**config.mk**
```make
export PLATFORM = sky130hd
export DESIGN_NAME = align_to_32
export DESIGN_NICKNAME = d
export VERILOG_FILES = /design/src/rtl/debug_pkg.sv /design/src/rtl/align_to_32.sv
export SDC_FILE = /design/constraint.sdc
export NUM_CORES = 1
export LEC_CHECK = 0
export CORE_MARGIN = 2
export CORE_UTILIZATION = 28
export DETAILED_ROUTE_END_ITERATION = 6
export PLACE_DENSITY = 0.84
export REMOVE_ABC_BUFFERS = 1
export SLEW_MARGIN = 30
export SYNTH_ARGS = -nofsm -noshare
export SYNTH_HDL_FRONTEND = slang
export SYNTH_SLANG_ARGS = --single-unit
```
**constraint.sdc**
```tcl
create_clock -name clk -period 1.75 [get_ports clk]
set_input_delay 0.2625 -clock clk [delete_from_list [all_inputs] [get_ports clk]]
set_output_delay 0.2625 -clock clk [all_outputs]
set_load 0.05 [all_outputs]
```
**src/rtl/debug_pkg.sv**
```systemverilog
// debug_pkg: types shared by the debug-probe blocks.
//   DBG_WORD_W : width of one probe slot in the debug-port snapshot
//   dbg_word_t : one probe slot
package debug_pkg;

  localparam int DBG_WORD_W = 32;

  typedef logic [DBG_WORD_W-1:0] dbg_word_t;

endpackage : debug_pkg

```
**src/rtl/align_to_32.sv**
```systemverilog
// align_to_32: widens a WIDTH-bit debug/control field to a 32-bit probe slot.
//
// Parameters:
//   WIDTH    : bit width of `in`, legal range 1..32
//   SIGN_EXT : 0 = zero-extend, 1 = replicate in[WIDTH-1] into the upper bits
//
// Ports:
//   clk       in   system clock, rising edge
//   reset     in   asynchronous active-high reset
//   in        in   [WIDTH-1:0] narrow field
//   in_valid  in   qualifies `in` for the snapshot register
//   out       out  [31:0] combinational aligned word (primary output)
//   out_q     out  [31:0] aligned word captured on an in_valid edge
//   out_valid out  out_q holds a captured value (cleared only by reset)
//   changed   out  one-cycle pulse: the latest capture differs from the
//                  previously held out_q
module align_to_32
  import debug_pkg::*;
#(
  parameter int WIDTH    = 1,
  parameter int SIGN_EXT = 0
) (
  input  logic             clk,
  input  logic             reset,
  input  logic [WIDTH-1:0] in,
  input  logic             in_valid,
  output dbg_word_t        out,
  output dbg_word_t        out_q,
  output logic             out_valid,
  output logic             changed
);

  // Extension path. Exactly one branch is elaborated, so the zero-count
  // replication that WIDTH==32 would imply is never built.
  generate
    if ((WIDTH < 1) || (WIDTH > DBG_WORD_W)) begin : g_bad_width
      $error("align_to_32: WIDTH=%0d is outside the legal range 1..32", WIDTH);
    end else if (WIDTH == DBG_WORD_W) begin : g_full
      assign out = in;
    end else if (SIGN_EXT != 0) begin : g_sign_ext
      assign out = {{(DBG_WORD_W-WIDTH){in[WIDTH-1]}}, in};
    end else begin : g_zero_ext
      assign out = {{(DBG_WORD_W-WIDTH){1'b0}}, in};
    end
  endgenerate

  // Snapshot register with valid flag and change-detect pulse. The compare
  // uses the full extended word, so sign-equivalent inputs count as equal.
  always_ff @(posedge clk or posedge reset) begin
    if (reset) begin
      out_q     <= {DBG_WORD_W{1'b0}};
      out_valid <= 1'b0;
      changed   <= 1'b0;
    end else if (in_valid) begin
      out_q     <= out;
      out_valid <= 1'b1;
      // First capture after reset has nothing to compare against.
      changed   <= out_valid && (out != out_q);
    end else begin
      out_q     <= out_q;
      out_valid <= out_valid;
      changed   <= 1'b0;
    end
  end

endmodule : align_to_32

```
### Word level (Yosys, flattened, before mapping)

Cells that the tools add are included.

| word-level totals | value |
|---|---|
| output and inout bits | 66 |
| bits in registers | 3 |
| logic and storage cells | 6 |

| cells by class | value |
|---|---|
| reduce and logical (&&, ||, !) cells | 1 |
| mux-type cells | 1 |
| eq/ne operators | 1 |

Operators by type and width:

| kind | number |
|---|---|
| 1-bit logical AND | 1 |
| 1-bit two-way mux | 1 |
| 1-bit inequality test | 1 |

### Depth between registers and ports, before layout

| logic depth | value |
|---|---|
| depth in word-level cells | 3 |
| depth in mapped cells | 2 |
| mapped depth without buffers | 2 |

### Worst setup path before layout

Ideal clock, no wire load.

| timing | value |
|---|---|
| path type | register -> register |
| start | register out_q[0] |
| end | register changed |
| library setup time | 120 ps |
| stages on the path, launching flop included | 3 |
| required time | 1630 ps |
| path buffers | 0 |
| clock period less this slack | 1081 ps |
| arrival time | 961 ps |
| slack | 669 ps |
| cells stage by stage | dfrtp_1 -> xor2_1 -> and3_1 |

| between the ends | value |
|---|---|
| longest elaborated chain between the ends | 3 |

RTL lines:

| element | line | text |
|---|---|---|
| from (decl) | align_to_32.sv:28 | `output dbg_word_t out_q,` |
| from (signal assigned) | align_to_32.sv:51 | `out_q <= {DBG_WORD_W{1'b0}};` |
| from (signal assigned) | align_to_32.sv:55 | `out_q <= out;` |
| from (signal assigned) | align_to_32.sv:60 | `out_q <= out_q;` |
| 1-bit inequality test | align_to_32.sv:58 | `changed <= out_valid && (out != out_q);` |
| 1-bit logical AND | align_to_32.sv:58 |  |
| 1-bit two-way mux | align_to_32.sv:54 | `end else if (in_valid) begin` |
| to (signal assigned) | align_to_32.sv:58 |  |
| to (decl) | align_to_32.sv:30 | `output logic changed` |

Every way passes these cells.
A chain may end at the register's enable or synchronous reset.

### Worst setup path in the final report

| timing | value |
|---|---|
| start | input in |
| end | output out[0] |

RTL lines:

| element | line | text |
|---|---|---|
| from (decl) | align_to_32.sv:25 | `input logic [WIDTH-1:0] in,` |
| to (decl) | align_to_32.sv:27 | `output dbg_word_t out,` |

No word-level cell between the ends.

==> impl_metrics.csv <==
group,metric,value,unit
timing,finalSetupViolations,0,
power_and_ir_drop,p_leak,0.304,nW
global_route,grt_pass1_wl,662,µm
clocking,cts-root-buf,"clkbuf_4",
drt,vias_per_cell,2.38,
yosys,async_flop_share,100,%
layout,syn2layout_area_growth,-18.9,%
yosys,yosysMostFrequentCell,"buf_4",
floorplan,ios,70,
drt,route.detailed.wl_per_inst,5.19,µm
outcome,status,"complete, no violations",
layout,final_cells,108,
floorplan,die_h,49.8,µm
worst_setup_path,rr_worst_depth,2,
floorplan,dieArea,2480,µm²
clocking,cts_max_level,1,
clocking,holdBufCountCts,0,
yosys,yosysUniqueCellTypes,8,
worst_setup_path,endpoint,"out[0]",
worst_setup_path,critPathBufInv,2,
clocking,clock_sinks,3,
global_route,antenna_found_initial,0,
yosys,synth_top_area_share,80.4,%
worst_setup_path,crit_required,1.49,ns
yosys,yosysSeqAreaShare,12.8,%
floorplan,start_util,30.0,%
clocking,clk_path_buf_depth,2,
place,dp_hpwl,504,µm
timing,rsz0062_at_grt,"no",
drt,drc,0,
job,cap_violations,0,
yosys,avgSynthCellArea,8.17,µm²
timing,hold_viol,0,
yosys,synth_cells,72,
layout,num-nets-final,86,
yosys,yosysWarnings,0,
drt,drt_iter0_markers,0,
global_route,gr-usage-all-layers,4.44,%
clocking,cts_tree,"built",
power_and_ir_drop,p_per_area,1140,nW/µm²
floorplan,die-width,49.8,µm
worst_setup_path,crit_cells,2,
clocking,clkTransAtPathRegs,0.04,ns
clocking,cts_resized,0,
yosys,synth_edf_count,0,
worst_setup_path,cp_max_fo,3,
yosys,synthFlopType,"dfrtp_1",
worst_setup_path,r2r_end,"changed",
timing,tns,0,ns
worst_setup_path,start_kind,"primary input",
layout,layout-drive-gt1-share,9.88,%
timing,finalCritPeriodShare,71.2,%
clocking,cts_buffers,3,
worst_setup_path,crit_path_top_delay_cell,"clkdlybuf4s50_1",
timing,maxSlewViolCount,0,
global_route,grt_pass1_vias,157,
place,place_area,450,µm²
timing,clock_skew,0.00232,ns
worst_setup_path,rr_startpoint,"out_q[0]",
global_route,overflow,0,
yosys,synthTopCellsByCount,"buf_4, dfrtp_1",
timing,fin_crit,1.25,ns
power_and_ir_drop,ir_worst_vdd,0.000325,V
drt,drt-total-wl,561,µm
layout,diodes,0,
place,numPlacedInstances,104,
drt,first_pass_iters,1,
worst_setup_path,endpoint_kind,"output port",
drt,final_antenna_net_count,0,
worst_setup_path,worstSetupPathType,"primary input to output port",
worst_setup_path,crit_chain,"clkdlybuf4s50_1 -> buf_12",
drt,route.vias.total,257,
yosys,synth_top_area_cell,"buf_4",
place,io_buffers,7,
global_route,grt_max_degree,4,
worst_hold_path,min_path_type,"primary input to async pin",
yosys,ys_seq_elements,3,
worst_setup_path,critPathLaunch,"in",
worst_setup_path,regToRegSetupSlack,0.90,ns
worst_setup_path,critPathArrivalTime,0.98,ns
clocking,cts_setup_buffers,0,
yosys,synth_area,588,µm²
timing,fmax,803,MHz
floorplan,rows,16,
clocking,insertion_delay,0.24,ns
worst_setup_path,critPathTopFamily,"buffers and inverters",
floorplan,core_area,1960,µm²
place,place_congestion,0.585,
worst_setup_path,critPathMaxStageDelay,0.56,ns
layout,postLayoutCellArea,477,µm²
yosys,synth.area.top_cells,"buf_4, dfrtp_1, mux2_1, xor2_1, and3_1",
[worst min-delay path by stage]
stage	from	endpoint	slack, ns	cells after the start
finish	reset	out_q[0]	0.20	2
floorplan	reset	changed	0.02	1
global placement	reset	out_q[0]	0.44	2
CTS	reset	out_q[0]	0.20	2
detailed placement	reset	out_q[0]	0.45	2
global route	reset	out_valid	0.21	2
[layer usage]
metal / GRT usage, % / up-vias / share of wire, % / routed length (µm)
li1: - / 110 / - / -
met1: 3.16 / 104 / 24 / 133
met2: 5.78 / 39 / 52 / 292
met3: 1.82 / 4 / 18 / 100
met4: 9.72 / 0 / 6.1 / 34
met5: 0 / - / 0 / 0
[cell type report]
type / instances / area, µm²
Fill cell: 235 / 1490
Timing Repair Buffer: 7 / 72.6
Tap cell: 27 / 33.8
Multi-Input combinational cell: 66 / 265
Inverter: 1 / 3.75
Clock buffer: 4 / 26.3
Sequential cell: 3 / 75.1
[state kept, by name, indices dropped and copies added (netlist names)]
| name | cells |
|---|---|
| out_q | 1 |
| out_valid | 1 |
| changed | 1 |
[kinds of logic after synthesis]
group,count (synthesis),share of synthesized area [%]
xor+xnor,1,1.49
buf+inv,64,81.1
flops,3,12.8
mux,1,1.91
other cells,1,0.638
simple gates,2,2.13
[cell usage in the layout, fill, tap and decap left out]
cell             Yosys  layout
clkbuf_4             0       3
or2_2                1       1
buf_4               63       3
buf_12               0       1
inv_1                1       1
clkdlybuf4s50_1      0       3
and3_1               1       1
dfrtp_1              3       3
xor2_1               1       1
conb_1               1      62
mux2_1               1       1
clkbuf_1             0       1
[worst register-to-register path, cell delays in order, from the launching register on]
cell,delay (ns)
dfrtp_1,0.39
xor2_1,0.17
and3_1,0.18
[metrics by stage]
| stage | worst slack, ns | utilization, % | power [mW] | hold slack [ns] |
|---|---|---|---|---|
| after floorplan | 0.669 | - | 0.388 | 0.0161 |
| after global placement | 0.508 | 23.0 | 0.415 | 0.442 |
| after detailed placement | 0.503 | 23.0 | 0.416 | 0.453 |
| after CTS | 0.503 | 24.3 | 0.547 | 0.202 |
| after global routing | 0.462 | 24.3 | 0.570 | 0.213 |
| final | 0.504 | 24.3 | 0.543 | 0.198 |
[where the power goes]
group / switching (mW) / internal (mW)
Sequential: 0.00266 / 0.0744
Combinational: 0.320 / 0.0203
Clock: 0.0394 / 0.0857
Total: 0.362 / 0.180
Note: power is estimated with default switching activity, not from simulation.
